### src/rtl/uart_rx_fifo_if.sv
// Receive-side stream interface of uart_rx_fifo: FIFO head word with a valid/ready handshake.
interface uart_rx_fifo_if #(
    parameter int DATA_BITS = 8
);
    logic [DATA_BITS-1:0] m_data;
    logic                 m_perr;
    logic                 m_valid;
    logic                 m_ready;

    modport master (output m_data, output m_perr, output m_valid, input m_ready);
    modport slave  (input m_data, input m_perr, input m_valid, output m_ready);
endinterface

### src/rtl/uart_rx_fifo.sv
// Oversampled, majority-voted UART receiver feeding a first-word-fall-through FIFO.
// Reports parity per word, and framing/overflow errors as single-clock pulses.
module uart_rx_fifo #(
    parameter int DATA_BITS  = 8,
    parameter int OVERSAMPLE = 16,
    parameter int PARITY     = 0,
    parameter int STOP_BITS  = 1,
    parameter int FIFO_DEPTH = 4
) (
    input  logic                          clk,
    input  logic                          rst_n,
    input  logic                          en,
    input  logic                          sample_tick,
    input  logic                          rx,
    uart_rx_fifo_if.master                m,
    output logic                          busy,
    output logic                          ferr,
    output logic                          ovf,
    output logic [$clog2(FIFO_DEPTH):0]   fifo_count
);
    localparam int CW    = $clog2(OVERSAMPLE);
    localparam int IW    = $clog2(DATA_BITS);
    localparam int AW    = $clog2(FIFO_DEPTH);
    localparam int NW    = AW + 1;
    localparam int WW    = DATA_BITS + 1;
    localparam logic [CW-1:0] CNT_HALF  = CW'(OVERSAMPLE / 2 - 1);
    localparam logic [CW-1:0] CNT_LAST  = CW'(OVERSAMPLE - 1);
    localparam logic [IW-1:0] IDX_LAST  = IW'(DATA_BITS - 1);
    localparam logic          STOP_LAST = (STOP_BITS == 2);
    localparam logic [NW-1:0] FULL_CNT  = NW'(FIFO_DEPTH);

    typedef enum logic [2:0] {S_IDLE, S_START, S_DATA, S_PARITY, S_STOP, S_WAIT_HIGH} state_t;

    state_t               state_q, state_d;
    logic [1:0]           sync_q, sync_d;
    logic [2:0]           vote_q, vote_d;
    logic [CW-1:0]        cnt_q, cnt_d;
    logic [IW-1:0]        idx_q, idx_d;
    logic                 stop_q, stop_d;
    logic [DATA_BITS-1:0] data_q, data_d;
    logic                 perr_q, perr_d;
    logic                 ferr_q, ferr_d;
    logic                 ovf_q, ovf_d;
    logic [AW-1:0]        wr_ptr_q, wr_ptr_d, rd_ptr_q, rd_ptr_d;
    logic [NW-1:0]        count_q, count_d;
    logic [WW-1:0]        hold_q, hold_d;
    logic [WW-1:0]        mem_q [FIFO_DEPTH];
    logic [WW-1:0]        head;
    logic                 v, push, frame_err, pop, full, wr_en;

    assign v = (vote_q[0] & vote_q[1]) | (vote_q[0] & vote_q[2]) | (vote_q[1] & vote_q[2]);

    always_comb begin
        sync_d = {sync_q[0], rx};
        vote_d = sample_tick ? {vote_q[1:0], sync_q[1]} : vote_q;
    end

    always_comb begin
        state_d   = state_q;
        cnt_d     = cnt_q;
        idx_d     = idx_q;
        stop_d    = stop_q;
        data_d    = data_q;
        perr_d    = perr_q;
        push      = 1'b0;
        frame_err = 1'b0;
        if (sample_tick) begin
            unique case (state_q)
                S_IDLE: begin
                    if (!v) begin
                        state_d = S_START;
                        cnt_d   = '0;
                        perr_d  = 1'b0;
                    end
                end
                S_START: begin
                    if (cnt_q == CNT_HALF) begin
                        cnt_d   = '0;
                        idx_d   = '0;
                        state_d = v ? S_IDLE : S_DATA;
                    end else begin
                        cnt_d = cnt_q + CW'(1);
                    end
                end
                S_DATA: begin
                    if (cnt_q == CNT_LAST) begin
                        cnt_d         = '0;
                        data_d[idx_q] = v;
                        if (idx_q == IDX_LAST) begin
                            stop_d  = 1'b0;
                            state_d = (PARITY != 0) ? S_PARITY : S_STOP;
                        end else begin
                            idx_d = idx_q + IW'(1);
                        end
                    end else begin
                        cnt_d = cnt_q + CW'(1);
                    end
                end
                S_PARITY: begin
                    if (cnt_q == CNT_LAST) begin
                        cnt_d   = '0;
                        perr_d  = ((^data_q) ^ v) != (PARITY == 2);
                        state_d = S_STOP;
                    end else begin
                        cnt_d = cnt_q + CW'(1);
                    end
                end
                S_STOP: begin
                    if (cnt_q == CNT_LAST) begin
                        cnt_d = '0;
                        if (!v) begin
                            frame_err = 1'b1;
                            state_d   = S_WAIT_HIGH;
                        end else if (stop_q == STOP_LAST) begin
                            push    = 1'b1;
                            state_d = S_IDLE;
                        end else begin
                            stop_d = 1'b1;
                        end
                    end else begin
                        cnt_d = cnt_q + CW'(1);
                    end
                end
                S_WAIT_HIGH: begin
                    // A stuck-low line must go idle before a new start bit can be seen.
                    if (v) state_d = S_IDLE;
                end
                default: state_d = S_IDLE;
            endcase
        end
        if (!en) begin
            state_d   = S_IDLE;
            push      = 1'b0;
            frame_err = 1'b0;
        end
    end

    always_comb begin
        pop      = (count_q != '0) && m.m_ready;
        full     = (count_q == FULL_CNT);
        wr_en    = push && (!full || pop);
        ovf_d    = push && full && !pop;
        ferr_d   = frame_err;
        wr_ptr_d = wr_en ? wr_ptr_q + AW'(1) : wr_ptr_q;
        rd_ptr_d = pop ? rd_ptr_q + AW'(1) : rd_ptr_q;
        hold_d   = pop ? mem_q[rd_ptr_q] : hold_q;
        unique case ({wr_en, pop})
            2'b10:   count_d = count_q + NW'(1);
            2'b01:   count_d = count_q - NW'(1);
            default: count_d = count_q;
        endcase
        // Once empty, the last popped word stays on the output.
        head = (count_q != '0) ? mem_q[rd_ptr_q] : hold_q;
    end

    always_ff @(posedge clk) begin
        if (!rst_n) begin
            state_q  <= S_IDLE;
            sync_q   <= 2'b11;
            vote_q   <= 3'b111;
            cnt_q    <= '0;
            idx_q    <= '0;
            stop_q   <= 1'b0;
            data_q   <= '0;
            perr_q   <= 1'b0;
            ferr_q   <= 1'b0;
            ovf_q    <= 1'b0;
            wr_ptr_q <= '0;
            rd_ptr_q <= '0;
            count_q  <= '0;
            hold_q   <= '0;
        end else begin
            state_q  <= state_d;
            sync_q   <= sync_d;
            vote_q   <= vote_d;
            cnt_q    <= cnt_d;
            idx_q    <= idx_d;
            stop_q   <= stop_d;
            data_q   <= data_d;
            perr_q   <= perr_d;
            ferr_q   <= ferr_d;
            ovf_q    <= ovf_d;
            wr_ptr_q <= wr_ptr_d;
            rd_ptr_q <= rd_ptr_d;
            count_q  <= count_d;
            hold_q   <= hold_d;
        end
    end

    always_ff @(posedge clk) begin
        if (rst_n && wr_en) mem_q[wr_ptr_q] <= {perr_q, data_q};
    end

    assign m.m_data   = head[DATA_BITS-1:0];
    assign m.m_perr   = head[DATA_BITS];
    assign m.m_valid  = (count_q != '0);
    assign busy       = (state_q != S_IDLE) && (state_q != S_WAIT_HIGH);
    assign ferr       = ferr_q;
    assign ovf        = ovf_q;
    assign fifo_count = count_q;
endmodule

### src/flat_wrapper.sv
// flat-port wrapper written by rule: the top's interface ports become plain ports
module uart_rx_fifo_flat 
#(
    parameter int DATA_BITS  = 8,
    parameter int OVERSAMPLE = 16,
    parameter int PARITY     = 0,
    parameter int STOP_BITS  = 1,
    parameter int FIFO_DEPTH = 4
)
  (clk, rst_n, en, sample_tick, rx, busy, ferr, ovf, fifo_count, m_m_data, m_m_perr, m_m_valid, m_m_ready);
  uart_rx_fifo_if #(.DATA_BITS(DATA_BITS)) m_i ();
  input  logic clk;
  input  logic rst_n;
  input  logic en;
  input  logic sample_tick;
  input  logic rx;
  output logic busy;
  output logic ferr;
  output logic ovf;
  output logic [$clog2(FIFO_DEPTH):0] fifo_count;
  output wire logic [$bits(m_i.m_data)-1:0] m_m_data;
  output wire logic [$bits(m_i.m_perr)-1:0] m_m_perr;
  output wire logic [$bits(m_i.m_valid)-1:0] m_m_valid;
  input wire logic [$bits(m_i.m_ready)-1:0] m_m_ready;
  assign m_m_data = m_i.m_data;
  assign m_m_perr = m_i.m_perr;
  assign m_m_valid = m_i.m_valid;
  assign m_i.m_ready = m_m_ready;
  uart_rx_fifo #(.DATA_BITS(DATA_BITS), .OVERSAMPLE(OVERSAMPLE), .PARITY(PARITY), .STOP_BITS(STOP_BITS), .FIFO_DEPTH(FIFO_DEPTH)) u_core (.clk(clk), .rst_n(rst_n), .en(en), .sample_tick(sample_tick), .rx(rx), .m(m_i), .busy(busy), .ferr(ferr), .ovf(ovf), .fifo_count(fifo_count));
endmodule
### config.mk
export PLATFORM = sky130hd
export DESIGN_NAME = uart_rx_fifo_flat
export DESIGN_NICKNAME = d
export VERILOG_FILES = /design/src/rtl/uart_rx_fifo_if.sv /design/src/rtl/uart_rx_fifo.sv /design/src/flat_wrapper.sv
export SDC_FILE = /design/constraint.sdc
export NUM_CORES = 1
export LEC_CHECK = 0
export CAP_MARGIN = 20
export CORE_ASPECT_RATIO = 1.5
export CORE_MARGIN = 2
export CORE_UTILIZATION = 53
export DETAILED_ROUTE_END_ITERATION = 10
export PLACE_DENSITY_LB_ADDON = 0.3
export SLEW_MARGIN = 20
export SYNTH_ARGS = -nofsm -noshare
export SYNTH_HDL_FRONTEND = slang
export SYNTH_SLANG_ARGS = --single-unit
### constraint.sdc
create_clock -name clk -period 2.7 [get_ports clk]
set_input_delay 0.54 -clock clk [delete_from_list [all_inputs] [get_ports clk]]
set_output_delay 0.54 -clock clk [all_outputs]
set_load 0.02 [all_outputs]
### Yosys cells after proc, flatten, opt, wreduce, memory -nomap -nowiden

Memory sizes are Yosys's and may differ from the RTL's. A register that Yosys moved wholly into a read port is not among the register bits.
Cells that the tools add are included.
Widths: inputs -> output; s select.

* flip-flop bits (word level): 43
* bits in latches: 0
* memory bits (writable): 36
* memory bits (read-only): 0
* output and inout bits: 16
* memories kept: 1

Memories
* u_core.mem_q: depth 4, width 9, read ports 1, clocked after memory_dff 1, write ports 1, RTL line uart_rx_fifo.sv:47 `logic [WW-1:0] mem_q [FIFO_DEPTH];`

* $add $sub $neg: 6
* $mul: 0
* div/mod/pow operators: 0
* magnitude comparators: 2
* eq/ne operators: 22
* shifts and indexed selects: 0
* multiplexer cells: 44
* bitwise gates (word level): 6
* reductions and logical operators: 28

Operators with widths (number)
* $mux 3: 12
* $pmux 3 s6: 1
* $mux 1: 17
* $ne 2x1->1 const B: 7
* $eq 3x3->1 const B: 4
* $mux 4: 3
* $pmux 3 s2: 2
* $pmux 4 s3: 1
* $reduce_and 5->1: 2
* $mux 9: 1
* $reduce_and 9->1: 1
* $reduce_bool 3->1: 3
* $bwmux 8: 1
* $reduce_bool 2->1: 4
* $reduce_xor 8->1: 1
* $logic_and 1x1->1: 7
* $add 3x1->3 const B: 2
* $eq 3x2->1 const B: 2
* $mux 2: 3
* $ne 3x3->1 const B: 2
* $reduce_and 3->1: 2
* $reduce_and 6->1: 1
* $add 2x1->2 const B: 2
* $add 4x1->4 const B: 1
* other kinds (20): 26

### Longest topological paths before layout

* depth in word-level cells: 12
* depth in mapped cells: 10
* mapped depth without buffers: 9

### Worst setup path before layout

No wires, ideal clock.

* kind: input to register
* start: input port m_m_ready
* end: register u_core.count_q[2], in the netlist u_core.fifo_count[2]
* arrival time: 2.518 ns
* data required time: 2.624 ns
* setup slack: 0.106 ns
* cell stages on the path: 8
* path buffers: 0
* cell sequence: or4b_2 -> nand4_2 -> ha_1 -> inv_1 -> fa_1 -> xor2_1 -> or3_1 -> a21boi_0

* longest elaborated chain between the ends: 5
* elaborated cells on any way between the ends: 7
* those cells by class: 2 x eq/ne; 1 x mux; 4 x reduce/logical

RTL lines
* from (decl): RTL line flat_wrapper.sv:24 `input wire logic [$bits(m_i.m_ready)-1:0] m_m_ready;`
* $logic_and 1x1->1 *: RTL line uart_rx_fifo.sv:139 `pop = (count_q != '0) && m.m_ready;`
* $logic_or 1x1->1: RTL line uart_rx_fifo.sv:141 `wr_en = push && (!full || pop);`
* $logic_and 1x1->1: RTL line uart_rx_fifo.sv:141
* $eq 2x1->1 or $eq 2x2->1 (tied branches): RTL line uart_rx_fifo.sv:147 `unique case ({wr_en, pop})`
* $pmux 3 s2 or $reduce_bool 2->1 (tied branches)
* to (signal assigned): RTL line uart_rx_fifo.sv:185 `count_q <= count_d;`
* to (decl): RTL line uart_rx_fifo.sv:45 `logic [NW-1:0] count_q, count_d;`

Mark *: on every way between the ends. The rest lies on a longest branch, timed or not.
A chain may end at the register's enable or synchronous reset.

==> impl_metrics.prom <==
# TYPE chip_impl_metric gauge
chip_impl_info{name="outcome",value="complete, no violations"} 1
chip_impl_metric{name="internal_power_consumption",unit="mW"} 1.62
chip_impl_metric{name="first_global_vias",unit=""} 2323
chip_impl_info{name="dominantRegCellSynth",value="dfxtp_1"} 1
chip_impl_metric{name="synth_sequential_area_ratio",unit=""} 0.534
chip_impl_metric{name="insertedDiodeCount",unit=""} 0
chip_impl_metric{name="relSlewSlack",unit=""} 0.471
chip_impl_metric{name="row_cnt",unit=""} 37
chip_impl_metric{name="fin_crit_sh",unit=""} 0.948
chip_impl_metric{name="h-tree-depth",unit=""} 3
chip_impl_metric{name="clk_path_buf_depth",unit=""} 2
chip_impl_metric{name="grt_antenna_before_repair",unit=""} 0
chip_impl_info{name="layout_commonest_cell",value="dfxtp_1"} 1
chip_impl_metric{name="worst_skew_pair.late_latency",unit="ps"} 350
chip_impl_metric{name="first_pass_iteration_count_of_the_detailed_router",unit=""} 5
chip_impl_metric{name="cts_inserted_buffers",unit=""} 9
chip_impl_info{name="rsz0062_at_grt",value="no"} 1
chip_impl_metric{name="seqPwrFrac",unit=""} 0.613
chip_impl_metric{name="dpl.cell_count",unit=""} 406
chip_impl_metric{name="drc",unit=""} 0
chip_impl_metric{name="leakage_power",unit="nW"} 1.62
chip_impl_metric{name="worst_ir_drop_vdd",unit="µV"} 310
chip_impl_metric{name="clkPwrFrac",unit=""} 0.370
chip_impl_metric{name="final_area",unit="µm²"} 4170
chip_impl_metric{name="drv.max_cap_violation_count",unit=""} 0
chip_impl_info{name="tritoncts_clock_tree",value="built"} 1
chip_impl_metric{name="cts.sinks",unit=""} 80
chip_impl_metric{name="setup_viol",unit=""} 0
chip_impl_metric{name="ffs_w_async_s_r_synth",unit=""} 0
chip_impl_metric{name="floorplan.core_area",unit="µm²"} 6810
chip_impl_metric{name="portBuffers",unit=""} 21
chip_impl_metric{name="synth-edff-count",unit=""} 36
chip_impl_metric{name="grt_first_pass_wirelength",unit="µm"} 10900
chip_impl_metric{name="place.gp.congestion",unit=""} 0.722
chip_impl_metric{name="clock_pin_slew_of_the_registers_on_the_worst_case_setup_and_hold_paths",unit="ps"} 80
chip_impl_metric{name="comb_power_share",unit=""} 0.016
chip_impl_metric{name="grt_overflow_total",unit=""} 0
chip_impl_metric{name="drt-wirelength-per-cell",unit="µm"} 15.5
chip_impl_metric{name="final_layout_size_suffix_gt1_frac",unit=""} 0.151
chip_impl_metric{name="fin_worst_skew",unit="ps"} 8.05
chip_impl_metric{name="track_usage",unit=""} 0.188
chip_impl_metric{name="switching_power",unit="mW"} 0.425
chip_impl_metric{name="fin_crit",unit="ps"} 2560
chip_impl_metric{name="fin_nets",unit=""} 354
chip_impl_metric{name="syn_inst",unit=""} 310
chip_impl_metric{name="total_power",unit="mW"} 2.05
chip_impl_metric{name="drt_wl_total",unit="µm"} 6560
chip_impl_metric{name="timing_worst_slew_pin_value",unit="ps"} 788
chip_impl_info{name="clockRootBuffer",value="clkbuf_8"} 1
chip_impl_metric{name="report.final.hold_viol_count",unit=""} 0
chip_impl_metric{name="number_of_nets_with_antenna_violations_after_detailed_routing",unit=""} 0
chip_impl_metric{name="floorplan.io_pins",unit=""} 22
chip_impl_metric{name="dpl-instance-area",unit="µm²"} 4020
chip_impl_metric{name="post-cts-setup-buffers",unit=""} 0
chip_impl_info{name="critical_path.startpoint_type",value="flip-flop"} 1
chip_impl_metric{name="synth.lib_cells_used.distinct",unit=""} 58
chip_impl_info{name="worstSetupPathType",value="flip-flop to primary output"} 1
chip_impl_metric{name="first_iter_violations",unit=""} 123
chip_impl_metric{name="fillers",unit=""} 565
chip_impl_metric{name="die_footprint",unit="µm²"} 7630
chip_impl_metric{name="maxClockFrequency",unit="GHz"} 0.391
chip_impl_metric{name="worst-endpoint-required",unit="ps"} 2160
chip_impl_metric{name="arrival_time_at_the_worst_endpoint",unit="ps"} 2020
chip_impl_metric{name="die-height",unit="µm"} 106
chip_impl_info{name="layout.cells.most_common_list",value="dfxtp_1 (44), edfxtp_1 (36), nand2_1 (35)"} 1
chip_impl_info{name="setup.worst_path.end_class",value="primary output"} 1
chip_impl_metric{name="syn_to_final_growth",unit="%"} 13.5
chip_impl_metric{name="synth.cell_area",unit="µm²"} 3680
chip_impl_metric{name="power.switching_fraction",unit=""} 0.208
chip_impl_metric{name="num_vias",unit=""} 2394
chip_impl_metric{name="drv_slew",unit=""} 0
chip_impl_metric{name="place.detailed.hpwl",unit="µm"} 4680
chip_impl_info{name="worstHoldPathType",value="flip-flop to flip-flop"} 1
chip_impl_metric{name="grt_start_max_net_pins",unit=""} 42
chip_impl_metric{name="cts.hold.buffers_added",unit=""} 0
chip_impl_metric{name="routed_via_density",unit=""} 5.67
chip_impl_metric{name="floorplan.initialDensity",unit=""} 0.540
chip_impl_metric{name="mappedNetlistNets",unit=""} 325
chip_impl_metric{name="stdcell_count",unit=""} 422
chip_impl_metric{name="critical_path_peak_fanout",unit=""} 9
chip_impl_metric{name="yosysWarningCount",unit=""} 0
chip_impl_metric{name="synth_seq_cells",unit=""} 80
chip_impl_metric{name="power_density",unit="nW/µm²"} 490
chip_impl_metric{name="synthesis.area_per_instance",unit="µm²"} 11.9
chip_impl_metric{name="die-width",unit="µm"} 72.0
[worst max-delay path: stages (launching register included)]
cell and delay [ps]:
dfxtp_1 320, buf_4 210, mux4_2 540, mux2_2 280
dlygate4sd2_1 320
[per-stage QoR]
step	TNS, ps	hold WS, ps	setup slack (ps)	utilization
3_3_place_gp	-336	395	-294	0.590
5_1_grt	0	426	32.1	0.613
6_report	0	415	141	0.613
4_1_cts	0	418	8.66	0.613
2_1_floorplan	0	386	106	-
3_5_place_dp	-477	401	-373	0.590
[power by group through the flow]
stage          clock network, mW  registers, mW  logic [mW]
2_1_floorplan                  0           1.28      0.0190
3_3_place_gp                   0           1.28      0.0332
3_5_place_dp                   0           1.28      0.0339
4_1_cts                    0.781           1.26      0.0339
5_1_grt                    0.827           1.26      0.0366
6_report                   0.758           1.26      0.0333
[per-layer routing]
layer	track usage	wire length (µm)	up-vias
met3	0.0493	140	9
met2	0.343	3600	26
li1	-	-	1186
met1	0.200	2700	1173
met5	0	0	-
met4	0.0809	119	0
[final timing paths]
path | slack, ps | cells past startpoint | endpoint | startpoint
worst max register to register | 340 | 9 | u_core.fifo_count[2]$_SDFFE_PN0P_ | u_core.fifo_count[0]$_SDFFE_PN0P_
worst min register to register | 410 | 1 | u_core.sync_q[1]$_SDFF_PN1_ | u_core.sync_q[0]$_SDFF_PN1_
worst max-delay path | 140 | 4 | m_m_data[6] | flip-flop
worst min-delay path | 410 | 1 | u_core.sync_q[1]$_SDFF_PN1_ | u_core.sync_q[0]$_SDFF_PN1_
[cell families (layout without fill, tap and decap cells)]
| kind of cell | count (synthesis) | in the layout | share of synthesized area |
|---|---|---|---|
| AND/OR/NAND/NOR | 111 | 111 | 0.172 |
| flip-flops | 80 | 80 | 0.534 |
| AO/OA/AOI/OAI | 39 | 39 | 0.0783 |
| multiplexers | 32 | 32 | 0.121 |
| buffers and inverters | 26 | 60 | 0.0276 |
| XOR/XNOR | 12 | 12 | 0.0323 |
| adder cells (fa/ha/maj) | 10 | 10 | 0.0357 |
[synth_stat cells, types with 5 or more instances]
| library cell | n | area, µm² |
|---|---|---|
| a21boi_0 | 12 | 90.1 |
| and2_1 | 8 | 50.1 |
| clkbuf_1 | 11 | 41.3 |
| dfxtp_1 | 44 | 881 |
| edfxtp_1 | 36 | 1080 |
| ha_1 | 8 | 100 |
| inv_1 | 11 | 41.3 |
| mux2_2 | 9 | 101 |
| mux2i_1 | 14 | 140 |
| mux4_2 | 9 | 203 |
| nand2_1 | 35 | 131 |
| nand2b_1 | 5 | 31.3 |
| nand4_1 | 7 | 43.8 |
| nor2_1 | 5 | 18.8 |
| nor2b_1 | 18 | 113 |
| o21ai_0 | 5 | 25.0 |
| or3_1 | 5 | 31.3 |
| xnor2_1 | 10 | 87.6 |
[layout make-up]
type / count / area, µm² / area share
Tap cell: 78 / 97.6 / 0.0234
Sequential cell: 80 / 1960 / 0.470
Clock buffer: 11 / 141 / 0.0339
Timing Repair Buffer: 33 / 289 / 0.0693
Inverter: 11 / 41.3 / 0.00990
Multi-Input combinational cell: 204 / 1620 / 0.388
Clock inverter: 5 / 23.8 / 0.00570
[flip-flops by register name (all words and copies together), names as in the netlist, 2 cells and up, named ones only]
signal and count:
u_core.rd_ptr_q 2, u_core.state_q 3, u_core.mem_q 36, u_core.idx_q 3, u_core.wr_ptr_q 2, u_core.sync_q 2
u_core.data_q 8, u_core.hold_q 9, u_core.fifo_count 3, u_core.cnt_q 4, u_core.vote_q 3
[repair_timing]
item	in CTS	in global routing
resized for setup	9	1
endpoints found under the setup margin	9	1
pin swaps	0	0
Note: power is estimated with default switching activity, not from simulation.
